### src/rtl/sixteen_bit_prio_decoder.sv
// Priority decoder: expands an encoded index into a one-hot vector held for
// HOLD cycles, with a sticky OR-accumulation of every decoded line.
module sixteen_bit_prio_decoder #(
    parameter int WIDTH = 16,
    parameter int IDX_W = 4,
    parameter int HOLD  = 4
) (
    input  logic             clk,
    input  logic             rst_n,
    input  logic             idx_valid,
    output logic             idx_ready,
    input  logic [IDX_W-1:0] idx,
    input  logic             idx_none,
    output logic [WIDTH-1:0] Y,
    output logic             y_valid,
    output logic             done,
    output logic [WIDTH-1:0] sticky,
    input  logic             sticky_clr,
    output logic             err
);

    typedef enum logic {
        IDLE,
        HOLD_ST
    } state_t;

    localparam logic [IDX_W:0] W_LIM    = (IDX_W + 1)'(WIDTH);
    localparam logic [7:0]     CNT_INIT = 8'(HOLD - 1);

    state_t           state;
    state_t           state_nx;
    logic [7:0]       cnt;
    logic             xfer;
    logic             oor;
    logic             last;
    logic [WIDTH-1:0] dec;

    assign idx_ready = (state == IDLE);
    assign xfer      = idx_valid && idx_ready;
    assign oor       = ({1'b0, idx} >= W_LIM);
    assign last      = (state == HOLD_ST) && (cnt == 8'd0);

    // Out-of-range and "none" indices fall through to an all-zero vector
    always_comb begin
        dec = '0;
        for (int i = 0; i < WIDTH; i++) begin
            dec[i] = !idx_none && (idx == IDX_W'(i));
        end
    end

    always_comb begin
        state_nx = state;
        unique case (state)
            IDLE:    if (xfer) state_nx = HOLD_ST;
            HOLD_ST: if (cnt == 8'd0) state_nx = IDLE;
            default: state_nx = IDLE;
        endcase
    end

    always_ff @(posedge clk or negedge rst_n) begin
        if (!rst_n) begin
            state <= IDLE;
        end else begin
            state <= state_nx;
        end
    end

    always_ff @(posedge clk or negedge rst_n) begin
        if (!rst_n) begin
            Y       <= '0;
            y_valid <= 1'b0;
            done    <= 1'b0;
            cnt     <= 8'd0;
            err     <= 1'b0;
        end else begin
            done <= last;
            if (xfer) begin
                Y       <= dec;
                y_valid <= 1'b1;
                cnt     <= CNT_INIT;
                err     <= err | (!idx_none && oor);
            end else if (state == HOLD_ST) begin
                if (cnt != 8'd0) begin
                    cnt <= cnt - 8'd1;
                end else begin
                    Y       <= '0;
                    y_valid <= 1'b0;
                end
            end
        end
    end

    // Clear takes effect before the new line is OR-ed in
    always_ff @(posedge clk or negedge rst_n) begin
        if (!rst_n) begin
            sticky <= '0;
        end else if (xfer) begin
            sticky <= (sticky_clr ? '0 : sticky) | dec;
        end else if (sticky_clr) begin
            sticky <= '0;
        end
    end

endmodule

### config.mk
export PLATFORM = sky130hd
export DESIGN_NAME = sixteen_bit_prio_decoder
export DESIGN_NICKNAME = d
export VERILOG_FILES = /design/src/rtl/sixteen_bit_prio_decoder.sv
export SDC_FILE = /design/constraint.sdc
export NUM_CORES = 1
export LEC_CHECK = 0
export BUFFER_PORTS_ARGS = -buffer_cell sky130_fd_sc_hd__buf_2
export CORE_ASPECT_RATIO = 1.75
export CORE_MARGIN = 2
export CORE_UTILIZATION = 50
export CTS_CLUSTER_SIZE = 28
export DETAILED_ROUTE_END_ITERATION = 12
export PLACE_DENSITY_LB_ADDON = 0.05
export SYNTH_ARGS = -nofsm -noshare
export SYNTH_HDL_FRONTEND = slang
export SYNTH_SLANG_ARGS = --single-unit
### constraint.sdc
create_clock -name clk -period 2.3 [get_ports clk]
set_input_delay 0 -clock clk [delete_from_list [all_inputs] [get_ports clk]]
set_output_delay 0 -clock clk [all_outputs]
set_load 0.05 [all_outputs]
==> flow_summary_export.csv, run 1 <==
group,metric,value,unit
status,status,"complete, no violations",
global_route,grt_overflow,0,
place,portBuffers,43,
worst_hold_path,worstHoldStart,"idx_valid",
sta,finalSetupViolCount,0,
critical_path,critPathSlowestCell,"nor3b_2",
cts,clk_latency,0.29,ns
logic_synthesis,synthTopCellsByArea,"dfrtp_1 (59%), a22o_1 (5.7%), o22ai_1 (5.5%), inv_1 (3.9%), a2bb2o_1 (2.2%)",
place,hpwlAfterDp,2980,um
sta,max_slew_margin,0.382,
sta,setup_slack,0.225,ns
sta,maxSlewViolCount,0,
floorplanning,die_h,84.0,um
logic_synthesis,syn_avg_cell_area,11.4,um2
detailed_routing,wirelength,4050,um
cts,path_clk_slew,0.08,ns
worst_hold_path,hold-path-cell-count,4,
worst_hold_path,worstHoldPathType,"input port to flip-flop",
detailed_routing,initialDrtViolationCount,25,
logic_synthesis,syn-cell-area,0.00183,mm2
cts,clkSinkCount,43,
critical_path,r2r_start,"cnt[0]",
floorplanning,dieWidth,49.7,um
critical_path,worst-path-max-fanout,16,
logic_synthesis,yosys_most_used_dff,"dfrtp_1",
logic_synthesis,syn_inst,160,
logic_synthesis,async_flop_share,1.00,
sta,fin_crit_sh,0.902,
detailed_routing,wl_per_cell,15.9,um
cts,cts-root-buf,"clkbuf_8",
detailed_routing,vias,1401,
layout,syn2layout_area_growth,20.0,%
floorplanning,start_util,0.514,
cts,cts_buffers,5,
critical_path,cp.required,2.48,ns
logic_synthesis,ys_warn_count,0,
layout,final_area,0.00220,mm2
logic_synthesis,synthesis.nets,170,
power,p_comb_frac,0.329,
critical_path,rr_worst_depth,5,
global_route,antenna_found_initial,0,
logic_synthesis,ys_types,39,
layout,n_antenna_cell,0,
floorplanning,dieArea,0.00418,mm2
layout,fin_cells,254,
place,placedCellCount,245,
critical_path,worstPathArrival,2.25,ns
sta,fmax,482,MHz
global_route,grt_pass1_vias,1450,
logic_synthesis,synth_most_common_cell,"dfrtp_1",
global_route,groute.usage.overall,0.220,
critical_path,critical_path_class,"flip-flop to flip-flop",
sta,tightest_slew,0.928,ns
global_route,grt_max_degree,44,
place,place_ws,0.258,ns
place,dpl_cell_area,0.00209,mm2
sta,rsz0062_at_grt,"false",
power,switching_share,0.388,
layout,drive_gt1_frac,0.274,
floorplanning,core_area,0.00356,mm2
power,peakVddDrop,0.000668,V
detailed_routing,drt_pass1_iterations,4,
critical_path,cpPeakStageDelay,0.45,ns
critical_path,cp-start-kind,"flip-flop",
detailed_routing,vias_per_cell,5.52,
sta,period_minus_slack,2.07,ns
cts,cts_tree,"done",
sta,finalHoldViolCount,0,
power,internal-power,1.44,mW
power,p_clk_frac,0.222,
detailed_routing,postRouteAntennaNets,0,
layout,post-route-util,0.618,
power,power.density,1070,mW/mm2
detailed_routing,remaining_drc_errors,0,
floorplanning,top_level_ports,45,
critical_path,crit_chain,"inv_1, ha_1, nor3b_2, a31oi_2, a2bb2o_1",
cts,clock_path_buffers,2,
logic_synthesis,synth_area_leader_cell,"dfrtp_1",
global_route,grt_pass1_wl,6910,um
floorplanning,num_rows,29,
critical_path,critical_path.startpoint,"cnt[0]",
cts,post_cts_buffers,0,
run,maxCapViolations,0,
logic_synthesis,ys_top_cells_by_count,"dfrtp_1 (43), inv_1 (19), o22ai_1 (16), a22o_1 (12)",
logic_synthesis,synth-edff-count,0,
layout,layout.nets,217,
power,leakage,1.13,nW
critical_path,endpoint_kind,"flip-flop",
cts,htree_levels,2,
place,gp_congestion,0.780,
logic_synthesis,ys_ff_latch,43,
logic_synthesis,seq_area_frac_synth,0.588,
sta,fin_skew,0.00564,ns
sta,whs,0.0669,ns
sta,finalSetupTns,0,ns
power,finalPower,2.34,mW
power,sequentialPowerShare,0.449,
power,power_switching,0.909,mW
logic_synthesis,synth_top_area_frac,0.588,
-- repair_timing --
| action | 4_1_cts | 5_1_grt |
|---|---|---|
| endpoints found under the hold margin | 43 | 0 |
| hold buffers | 1 | 0 |
| resized for setup | 0 | 0 |
-- metal layers --
| metal | GRT usage | vias up | share of wire |
|---|---|---|---|
| li1 | - | 673 | - |
| met1 | 0.264 | 678 | 0.41 |
| met2 | 0.364 | 42 | 0.53 |
| met3 | 0.0484 | 8 | 0.042 |
| met4 | 0.109 | 0 | 0.020 |
| met5 | 0 | - | 0 |
-- area by class of cell --
cell class | count | area [um2]
fillers | 328 | 1360
flip-flops and latches | 43 | 1080
multi-input cells | 93 | 658
repair buffers | 45 | 233
clock buffers | 8 | 100
inverters | 19 | 71.3
well taps | 46 | 57.6
-- layout by cell type (no fill, tap or decap), types with 2 or more instances in the layout --
cell type   n
dfrtp_1    43
buf_2      43
inv_1      19
o22ai_1    16
a22o_1     12
clkbuf_8    7
nand2b_1    6
nand2_1     6
nand3_1     5
nor2_1      5
nor2b_1     4
a2bb2o_1    4
or3_1       3
and3_1      3
mux2i_1     3
nor4_1      2
nor3b_1     2
a211oi_1    2
nor3_1      2
-- registers in the layout, indices dropped and copies added (netlist names) --
name     cells
Y           16
cnt          8
done         1
state        1
sticky      16
y_valid      1
-- final timing paths --
kind,to,slack [ns]
max in group asynchronous,Y[2],1.34
setup reg to reg,Y[7],0.23
hold / removal,cnt[5],0.07
hold reg to reg,Y[2],0.50
min in group asynchronous,sticky[0],0.38
setup / recovery,Y[7],0.23
-- cells by family after synthesis --
| kind of cell | synth area share |
|---|---|
| buffers and inverters | 0.0520 |
| AO/OA/AOI/OAI | 0.182 |
| other | 0.00205 |
| AND/OR/NAND/NOR | 0.153 |
| flip-flops | 0.588 |
| adder cells (fa/ha/maj) | 0.00684 |
| multiplexers | 0.0164 |
-- worst max-delay path, delay by kind of cell, from the launching register on --
family          cells  cell delay (ns)
fa+ha+maj           1             0.21
buf+inv             1             0.09
compound gates      2             0.78
simple gates        1             0.45
flops               1             0.42
-- power groups by stage --
| stage | combinational, mW | clock, mW | sequential (mW) |
|---|---|---|---|
| after floorplan | 0.388 | 0 | 1.24 |
| after global placement | 0.754 | 0 | 1.06 |
| after detailed placement | 0.775 | 0 | 1.06 |
| after CTS | 0.778 | 0.529 | 1.05 |
| after global routing | 0.843 | 0.565 | 1.07 |
| final | 0.771 | 0.520 | 1.05 |
(Power assumes the default switching activity.)
==> run 2: changes to the inputs <==
--- a/config.mk
+++ b/config.mk
@@ -6,12 +6,14 @@
 export NUM_CORES = 1
 export LEC_CHECK = 0
 export BUFFER_PORTS_ARGS = -buffer_cell sky130_fd_sc_hd__buf_2
-export CORE_ASPECT_RATIO = 1.75
+export CORE_ASPECT_RATIO = 1.5
 export CORE_MARGIN = 2
 export CORE_UTILIZATION = 50
 export CTS_CLUSTER_SIZE = 28
 export DETAILED_ROUTE_END_ITERATION = 12
 export PLACE_DENSITY_LB_ADDON = 0.05
+export REMOVE_ABC_BUFFERS = 1
+export SLEW_MARGIN = 40
 export SYNTH_ARGS = -nofsm -noshare
 export SYNTH_HDL_FRONTEND = slang
 export SYNTH_SLANG_ARGS = --single-unit
==> flow_summary_export.csv, run 2 (synthesized netlist as in run 1, its figures left out) <==
group,metric,value,unit
power,leakage,1.14,nW
critical_path,cp-start-kind,"flip-flop",
sta,maxSlewViolCount,0,
critical_path,rr_worst_depth,5,
cts,clk_latency,0.29,ns
power,finalPower,2.41,mW
place,dpl_cell_area,0.00208,mm2
run,maxCapViolations,0,
cts,cts_resized,0,
detailed_routing,vias_per_cell,5.71,
sta,whs,0.0628,ns
layout,final_area,0.00221,mm2
sta,rsz0062_at_grt,"false",
sta,fin_skew,0.00908,ns
critical_path,worst-path-max-fanout,16,
sta,setup_slack,0.202,ns
sta,finalSetupTns,0,ns
floorplanning,die_h,78.1,um
layout,n_antenna_cell,0,
detailed_routing,vias,1427,
floorplanning,start_util,0.530,
power,power.density,1090,mW/mm2
critical_path,cp.required,2.48,ns
floorplanning,core_area,0.00345,mm2
sta,fmax,477,MHz
floorplanning,dieWidth,53.4,um
place,portBuffers,43,
cts,clock_path_buffers,2,
power,peakVddDrop,0.000961,V
detailed_routing,wl_per_cell,15.8,um
place,place_ws,0.239,ns
critical_path,cp.depth,5,
floorplanning,dieArea,0.00417,mm2
layout,reg_top3,"Y (16), sticky (16), cnt (8)",
sta,finalHoldViolCount,0,
detailed_routing,remaining_drc_errors,0,
global_route,grt_max_degree,44,
detailed_routing,postRouteAntennaNets,0,
critical_path,endpoint_kind,"flip-flop",
sta,max_slew_margin,0.511,
critical_path,crit_family,"compound AO/OA/AOI/OAI gates",
critical_path,crit_chain,"inv_1, ha_1, nor3b_2, a31oi_2, a2bb2o_1",
cts,path_clk_slew,0.08,ns
detailed_routing,initialDrtViolationCount,33,
global_route,grt_pass1_vias,1383,
floorplanning,num_rows,26,
critical_path,worstPathArrival,2.28,ns
place,gp_congestion,0.865,
sta,fin_crit_sh,0.912,
global_route,grt_pass1_wl,6710,um
critical_path,cp_num_buf_inv,1,
place,hpwlAfterDp,2880,um
cts,clkSinkCount,43,
worst_hold_path,worstHoldPathType,"input port to flip-flop",
cts,cts_buffers,5,
critical_path,r2r_slack,0.20,ns
layout,layout_common_cells,"dfrtp_1 (43), buf_2 (42), inv_1 (19), o22ai_1 (16), a22o_1 (12)",
sta,tightest_slew,0.732,ns
layout,layout.nets,217,
global_route,antenna_found_initial,0,
critical_path,critPathSlowestCell,"nor3b_2",
status,status,"complete, no violations",
global_route,grt_overflow,0,
floorplanning,top_level_ports,45,
layout,syn2layout_area_growth,20.9,%
worst_hold_path,hold-path-cell-count,4,
cts,cts_tree,"done",
detailed_routing,drt_pass1_iterations,4,
layout,final_common_cell,"dfrtp_1",
critical_path,critical_path_class,"flip-flop to flip-flop",
global_route,groute.usage.overall,0.219,
detailed_routing,wirelength,3940,um
cts,cts-root-buf,"clkbuf_8",
critical_path,cpPeakStageDelay,0.47,ns
sta,finalSetupViolCount,0,
cts,htree_levels,2,
sta,period_minus_slack,2.10,ns
layout,drive_gt1_frac,0.279,
==> run 2: what timing repair did <==
action / in CTS / in global routing
hold endpoints to repair: 43 / 0
setup buffers: 0 / 0
setup endpoints to repair: 0 / 0
hold buffers: 1 / 0
==> run 2: where the power goes <==
part,switching (mW),internal [mW],leakage (nW)
Clock,0.243,0.351,0.0612
Combinational,0.499,0.272,0.497
Sequential,0.158,0.889,0.578
Total,0.899,1.51,1.14
==> run 2: final timing paths <==
kind                       startpoint        end
max                            cnt[0]       Y[7]
min                         idx_valid     cnt[5]
max reg2reg                    cnt[0]       Y[7]
min reg2reg                     Y[10]      Y[10]
max in group asynchronous       rst_n     cnt[3]
min in group asynchronous       rst_n  sticky[6]
==> run 2: routing by layer <==
| metal | global-route usage | wire, um | vias to the layer above |
|---|---|---|---|
| li1 | - | - | 673 |
| met4 | 0.0974 | 76 | 0 |
| met2 | 0.363 | 2120 | 50 |
| met1 | 0.263 | 1560 | 696 |
| met5 | 0 | 0 | - |
| met3 | 0.0513 | 191 | 8 |
==> run 2: through the flow <==
step	cells	utilization
after floorplan	155	-
after global placement	241	0.603
after detailed placement	241	0.604
after CTS	250	0.641
after global routing	250	0.641
final	250	0.641
==> run 2: layout make-up <==
class | count | area, um2
Fill cell | 287 | 1240
Sequential cell | 43 | 1080
Multi-Input combinational cell | 93 | 658
Timing Repair Buffer | 45 | 235
Clock buffer | 6 | 82.6
Inverter | 19 | 71.3
Tap cell | 42 | 52.6
Clock inverter | 2 | 35.0
==> run 2: worst register-to-register path, cell delays in order, from the launching register on <==
cell and delay (ns):
dfrtp_1 0.42, inv_1 0.09, ha_1 0.21, nor3b_2 0.47, a31oi_2 0.41, a2bb2o_1 0.39
==> run 3: changes to the inputs <==
--- a/config.mk
+++ b/config.mk
@@ -8,7 +8,8 @@
 export BUFFER_PORTS_ARGS = -buffer_cell sky130_fd_sc_hd__buf_2
 export CORE_ASPECT_RATIO = 1.5
 export CORE_MARGIN = 2
-export CORE_UTILIZATION = 50
+export CORE_UTILIZATION = 52
+export CTS_CLUSTER_DIAMETER = 100
 export CTS_CLUSTER_SIZE = 28
 export DETAILED_ROUTE_END_ITERATION = 12
 export PLACE_DENSITY_LB_ADDON = 0.05
==> flow_summary_export.csv, run 3 (synthesized netlist as in run 1, its figures left out) <==
group,metric,value,unit
status,status,"complete, no violations",
sta,setup_slack,0.207,ns
worst_hold_path,hold-path-cell-count,4,
global_route,grt_pass1_wl,6400,um
worst_hold_path,hold_end,"cnt[5]",
critical_path,critical_path_class,"flip-flop to flip-flop",
critical_path,cp.depth,5,
detailed_routing,postRouteAntennaNets,0,
cts,post_cts_buffers,0,
cts,cts-root-buf,"clkbuf_8",
cts,clkSinkCount,43,
detailed_routing,remaining_drc_errors,0,
cts,path_clk_slew,0.09,ns
power,leakage,1.13,nW
critical_path,crit_chain,"inv_1, ha_1, nor3b_2, a31oi_2, a2bb2o_1",
detailed_routing,wirelength,3890,um
layout,layout.nets,217,
sta,rsz0062_at_grt,"false",
layout,n_fill_cell,271,
layout,multiInputGateArea,658,um2
critical_path,rr_worst_depth,5,
floorplanning,dieArea,0.00402,mm2
power,power.density,1090,mW/mm2
critical_path,critPathSlowestCell,"nor3b_2",
sta,tightest_slew,0.702,ns
cts,cts_resized,0,
detailed_routing,drt_pass1_iterations,4,
cts,cts_buffers,5,
floorplanning,dieWidth,52.4,um
sta,finalSetupViolCount,0,
place,hpwlAfterDp,2820,um
layout,drive_gt1_frac,0.279,
sta,fin_skew,0.0110,ns
sta,finalSetupTns,0,ns
detailed_routing,vias,1408,
run,maxCapViolations,0,
power,peakVddDrop,0.000687,V
critical_path,r2r_slack,0.21,ns
sta,maxSlewViolCount,0,
cts,clk_latency,0.30,ns
sta,fmax,478,MHz
worst_hold_path,worstHoldStart,"idx_valid",
critical_path,timing.rr.end,"Y[3]",
sta,fin_crit_sh,0.910,
floorplanning,num_rows,26,
sta,max_slew_margin,0.530,
cts,htree_levels,2,
critical_path,cpPeakStageDelay,0.48,ns
layout,n_antenna_cell,0,
floorplanning,top_level_ports,45,
critical_path,cp.required,2.49,ns
floorplanning,core_area,0.00338,mm2
place,portBuffers,43,
detailed_routing,wl_per_cell,15.5,um
critical_path,crit_family,"compound AO/OA/AOI/OAI gates",
place,place_ws,0.232,ns
worst_hold_path,worstHoldPathType,"input port to flip-flop",
place,gp_congestion,0.802,
global_route,antenna_found_initial,0,
global_route,grt_overflow,0,
layout,final_common_cell,"dfrtp_1",
critical_path,endpoint_kind,"flip-flop",
critical_path,cp-start-kind,"flip-flop",
critical_path,r2r_start,"cnt[0]",
critical_path,cp_num_buf_inv,1,
detailed_routing,vias_per_cell,5.63,
layout,regArea,0.00108,mm2
sta,finalHoldViolCount,0,
critical_path,worstPathArrival,2.28,ns
global_route,groute.usage.overall,0.210,
layout,layout_common_cells,"dfrtp_1 (43), buf_2 (42), inv_1 (19), o22ai_1 (16), a22o_1 (12)",
detailed_routing,initialDrtViolationCount,37,
cts,ctsHoldBuffers,1,
global_route,grt_max_degree,44,
sta,whs,0.0796,ns
global_route,grt_pass1_vias,1402,
sta,period_minus_slack,2.09,ns
critical_path,worst-path-max-fanout,16,
layout,syn2layout_area_growth,20.6,%
cts,cts_tree,"done",
floorplanning,die_h,76.6,um
layout,reg_top3,"Y (16), sticky (16), cnt (8)",
cts,clock_path_buffers,2,
floorplanning,start_util,0.541,
[run 3: changes by cell type in the layout (fill, tap and decap cells not counted)]
cell,previous run,this run
clkinv_4,0,1
clkbuf_8,6,5
[run 3: power breakdown]
part | internal (mW) | switching (mW)
Sequential | 0.889 | 0.159
Clock | 0.323 | 0.264
Combinational | 0.272 | 0.498
Total | 1.48 | 0.921
[run 3: area by class of cell]
| cell class | instances | area share |
|---|---|---|
| Sequential cell | 43 | 0.488 |
| Inverter | 19 | 0.0323 |
| Tap cell | 42 | 0.0238 |
| Clock inverter | 3 | 0.0199 |
| Timing Repair Buffer | 45 | 0.107 |
| Clock buffer | 5 | 0.0312 |
| Multi-Input combinational cell | 93 | 0.298 |
[run 3: how the worst max path moves through the flow]
stage	end	slack (ns)	startpoint
floorplan	Y[15]	0.56	cnt[0]
global placement	Y[7]	0.38	cnt[0]
detailed placement	Y[3]	0.23	cnt[0]
CTS	Y[3]	0.22	cnt[0]
global route	Y[11]	0.03	cnt[0]
finish	Y[3]	0.21	cnt[0]
[run 3: metal layers]
metal | global-route usage | wire (um) | vias up
li1 | - | - | 671
met1 | 0.255 | 1670 | 695
met2 | 0.361 | 2010 | 38
met3 | 0.0471 | 174 | 4
met4 | 0.0615 | 34 | 0
met5 | 0 | 0 | -
[run 3: worst reg2reg max path, cell delays in order (launching register included)]
cell and delay [ns]:
dfrtp_1 0.42, inv_1 0.09, ha_1 0.22, nor3b_2 0.48
a31oi_2 0.40, a2bb2o_1 0.38
[run 3: per-stage QoR]
step	std cells	total power, mW	utilization	area (um2)
global placement	241	1.80	0.615	2080
global route	250	2.52	0.652	2210
CTS	250	2.41	0.652	2210
detailed placement	241	1.83	0.616	2080
floorplan	155	1.61	-	1810
finish	250	2.41	0.652	2210
